### src/rtl/sw_pkg.sv
// ============================================================================
// sw_pkg : shared defaults and types for the dial-switch conditioning block
// Revision: 1.0
// ============================================================================
`default_nettype none

package sw_pkg;
    localparam int SW_WIDTH_DEF  = 8;
    localparam int DB_CYCLES_DEF = 1000000;
    localparam int DB_CNT_W      = $clog2(DB_CYCLES_DEF);

    typedef logic [SW_WIDTH_DEF-1:0] sw_vec_t;
endpackage

`default_nettype wire

### src/rtl/debounce_bit.sv
// ============================================================================
// debounce_bit : one switch bit -- 2-flop synchroniser, stability counter, output flop
// Revision: 1.0
// ============================================================================
`default_nettype none

module debounce_bit
    import sw_pkg::*;
#(
    parameter int DB_CYCLES = DB_CYCLES_DEF
) (
    input  logic clk,
    input  logic rst_n,
    input  logic din,
    output logic dout,
    output logic flip
);

    localparam int              CNT_W    = $clog2(DB_CYCLES);
    localparam logic [CNT_W-1:0] CNT_TERM = CNT_W'(DB_CYCLES - 1);

    logic             s1_q;
    logic             s2_q;
    logic [CNT_W-1:0] cnt_q;
    logic [CNT_W-1:0] cnt_d;
    logic             dout_q;
    logic             dout_d;

    // Any return of s2 to the settled level restarts the whole interval.
    always_comb begin
        cnt_d  = cnt_q;
        dout_d = dout_q;
        if (s2_q == dout_q) begin
            cnt_d = '0;
        end else if (cnt_q == CNT_TERM) begin
            dout_d = s2_q;
            cnt_d  = '0;
        end else begin
            cnt_d = cnt_q + 1'b1;
        end
    end

    always_ff @(posedge clk or negedge rst_n) begin
        if (!rst_n) begin
            s1_q   <= 1'b0;
            s2_q   <= 1'b0;
            cnt_q  <= '0;
            dout_q <= 1'b0;
        end else begin
            s1_q   <= din;
            s2_q   <= s1_q;
            cnt_q  <= cnt_d;
            dout_q <= dout_d;
        end
    end

    assign dout = dout_q;
    assign flip = dout_d ^ dout_q;

endmodule

`default_nettype wire

### src/rtl/switch_debounce.sv
// ============================================================================
// switch_debounce : per-bit synchronise + debounce of the dial switches, with change strobe.
// Optional SW_EDGE_EN adds per-bit sw_rise / sw_fall strobes.  Revision: 1.0
// ============================================================================
`default_nettype none

module switch_debounce
    import sw_pkg::*;
#(
    parameter int WIDTH     = SW_WIDTH_DEF,
    parameter int DB_CYCLES = DB_CYCLES_DEF
) (
    input  logic             clk,
    input  logic             rst_n,
    input  logic [WIDTH-1:0] sw_in,
    output logic [WIDTH-1:0] sw_db,
`ifdef SW_EDGE_EN
    output logic [WIDTH-1:0] sw_rise,
    output logic [WIDTH-1:0] sw_fall,
`endif
    output logic             sw_chg
);

    logic [WIDTH-1:0] flip_w;
    logic             sw_chg_q;

    for (genvar i = 0; i < WIDTH; i++) begin : g_bit
        debounce_bit #(
            .DB_CYCLES (DB_CYCLES)
        ) u_db (
            .clk   (clk),
            .rst_n (rst_n),
            .din   (sw_in[i]),
            .dout  (sw_db[i]),
            .flip  (flip_w[i])
        );
    end

    always_ff @(posedge clk or negedge rst_n) begin
        if (!rst_n) begin
            sw_chg_q <= 1'b0;
        end else begin
            sw_chg_q <= |flip_w;
        end
    end

    assign sw_chg = sw_chg_q;

`ifdef SW_EDGE_EN
    logic [WIDTH-1:0] sw_rise_q;
    logic [WIDTH-1:0] sw_fall_q;

    // A flipping bit rises if it is currently low, falls if currently high.
    always_ff @(posedge clk or negedge rst_n) begin
        if (!rst_n) begin
            sw_rise_q <= '0;
            sw_fall_q <= '0;
        end else begin
            sw_rise_q <= flip_w & ~sw_db;
            sw_fall_q <= flip_w &  sw_db;
        end
    end

    assign sw_rise = sw_rise_q;
    assign sw_fall = sw_fall_q;
`endif

endmodule

`default_nettype wire

### config.mk
export PLATFORM = sky130hd
export DESIGN_NAME = switch_debounce
export DESIGN_NICKNAME = d
export VERILOG_FILES = /design/src/rtl/sw_pkg.sv /design/src/rtl/debounce_bit.sv /design/src/rtl/switch_debounce.sv
export SDC_FILE = /design/constraint.sdc
export NUM_CORES = 1
export LEC_CHECK = 0
export ABC_AREA = 1
export CAP_MARGIN = 20
export CORE_ASPECT_RATIO = 1.25
export CORE_MARGIN = 5
export CORE_UTILIZATION = 40
export DETAILED_ROUTE_END_ITERATION = 10
export GPL_ROUTABILITY_DRIVEN = 0
export SYNTH_ARGS = -nofsm -noshare
export SYNTH_HDL_FRONTEND = slang
export SYNTH_HIERARCHICAL = 1
export SYNTH_SLANG_ARGS = --single-unit
### constraint.sdc
create_clock -name clk -period 3.75 [get_ports clk]
set_input_delay 0.5625 -clock clk [delete_from_list [all_inputs] [get_ports clk]]
set_output_delay 0.5625 -clock clk [all_outputs]
set_load 0.01 [all_outputs]
==> results.json <==
{
  "nets": 1323,
  "vias_per_cell": 4.794,
  "p_total_uw": 3959,
  "worst-endpoint-arrival_ps": 1420,
  "gr-total-overflow": 0,
  "grtUsageTotal_pct": 15.18,
  "slowest_delay_ps": 570,
  "grt_pass1_wl_um": 37400,
  "dpl.hpwl_um": 15490,
  "core-area_um2": 26010,
  "drv_slew": 0,
  "drive_gt1_share_pct": 15.40,
  "cap_viol_max_count": 0,
  "critPathBufInv": 1,
  "area_delta_synth_final_pct": 11.51,
  "cts_sinks": 185,
  "worst_setup_path_start_kind": "register",
  "postCtsSetupBuffers": 0,
  "drtIter0Drc": 354,
  "synth.cell_area_um2": 10550,
  "min_path_type": "in2async",
  "drt_wl_total_um": 20860,
  "tightest_slew_ps": 816.9,
  "syn_avg_cell_area_um2": 8.348,
  "path_cells": "clkdlybuf4s50_1",
  "synth-seq-cells": 185,
  "num_rows": 66,
  "nFillCells": 2540,
  "setup_viol": 0,
  "syn_nets": 1282,
  "portBuffers": 18,
  "dr.pass1.iters": 4,
  "clk_pin_slew_ps": 70,
  "final_cell_mix": "nor2_1 (298), nand2_1 (205), dfrtp_1 (185), inv_1 (120), nand3_1 (104)",
  "max_freq_mhz": 504.2,
  "cts_max_path_buffers": 2,
  "seq_area_um2": 4629,
  "crit_slowest_cell": "clkdlybuf4s50_1",
  "fin_setup_tns_ps": 0,
  "setup_ws_ps": 1766,
  "multi_input_area_um2": 5411,
  "final_cell_area_um2": 11770,
  "cts_buffers": 17,
  "post-place-ws_ps": 2132,
  "worstSetupEndpointType": "output port",
  "clock_skew_ps": 12.02,
  "htreeDepth": 4,
  "critPathMaxFanout": 3,
  "ios": 19,
  "tritoncts": "built",
  "rsz0062_at_grt": "no",
  "required_ps": 3190,
  "synth-seq-area-share_pct": 43.88,
  "worstSetupPathType": "reg2out",
  "p_leak_uw": 0.005243,
  "hold_violations": 0,
  "yosysWarnings": 6,
  "period_share_pct": 52.89,
  "p_per_area_nw_per_um2": 336.4,
  "grt_pass1_vias": 8092,
  "start_util_pct": 40.56,
  "layout_commonest_cell": "nor2_1",
  "dieArea_um2": 29750,
  "ctsHoldBuffers": 0,
  "irDropWorstVdd_v": 0.0002896,
  "place_area_um2": 11190,
  "die-width_um": 155.3,
  "antenna_left": 0,
  "die_h_um": 191.6,
  "cts_resized": 0,
  "status": "completed",
  "critPathTopFamily": "buffers and inverters",
  "ys_types": 26,
  "period_needed_ps": 1984,
  "diodes": 0,
  "post_drt_wl_per_cell_um": 12.58,
  "drc_errors": 0,
  "vias": 7949,
  "clk_latency_ps": 430,
  "antenna_found_initial": 0,
  "slew_headroom_pct": 45.54,
  "synthCells": 1264,
  "grt_max_degree": 100,
  "cts_root_buf": "clkbuf_16",
  "whs_ps": 226.6
}
## cells in the mapped netlist, drive strengths merged
master | number | area (µm²)
nand3b | 16 | 150.2
o21bai | 16 | 150.2
a21oi | 16 | 80.08
dfrtp | 185 | 4629
xnor2 | 32 | 340.3
nor2 | 354 | 1709
nor3 | 16 | 120.1
xor2 | 56 | 490.5
ha | 8 | 100.1
nand2 | 245 | 1140
nand4 | 24 | 150.1
o21ai | 32 | 160.2
nand3 | 128 | 820.8
inv | 136 | 510.5
## state kept, by name (all words and copies together), names as in the netlist
register          flops
g_bit.u_db/cnt_q    160
g_bit.u_db/dout       8
g_bit.u_db/s1_q       8
g_bit.u_db/s2_q       8
sw_chg                1
## per-stage QoR
step | utilization, % | cells
floorplan | - | 1264
global placement | 43.02 | 1626
detailed placement | 43.02 | 1626
CTS | 45.23 | 1658
global route | 45.23 | 1658
finish | 45.23 | 1658
## area by class of cell
cell class	count	share of cell area [%]
clock inverter	12	1.095
sequential	185	39.34
tap	340	3.615
timing repair buffer	22	1.818
inverter	136	4.339
multi-input combinational	943	45.99
clock buffer	20	3.796
## report_power, final
group          internal, µW  switching, µW  leakage [µW]
registers              2020           22.5       0.00253
clock network           957            805      0.000277
logic                  45.8            104       0.00244
## path summary, 6_finish.rpt
check / from / endpoint / slack, ps / depth (start not counted)
min in group clk: g_bit[6].u_db/s1_q / g_bit[6].u_db/s2_q / 350 / 0
min: rst_n / g_bit[4].u_db/cnt_q[18] / 230 / 1
max in group asynchronous: rst_n / g_bit[3].u_db/cnt_q[19] / 2680 / 2
max reg2reg: g_bit[0].u_db/cnt_q[0] / sw_chg / 2200 / 9
max: g_bit[1].u_db/dout / sw_db[1] / 1770 / 1
min reg2reg: g_bit[6].u_db/s1_q / g_bit[6].u_db/s2_q / 350 / 0
## routing by layer
metal  share of wire [%]  vias to the layer above  track usage (%)
met5                   0                        -                0
met4                 1.7                        0            4.884
met3                 2.1                       27            2.592
met2                  51                       77            26.98
met1                  46                     3745            18.78
li1                    -                     4100                -
## kinds of logic after synthesis
logic type	count (synthesis)	share of synthesized area [%]
AOI/OAI and AO/OA	64	3.700
xor gates and xnor gates	88	7.874
adders and majority gates	8	0.9487
buffers and inverters	136	4.838
DFF	185	43.88
and+or+nand+nor	783	38.76
Note: power is estimated with default switching activity, not from simulation.
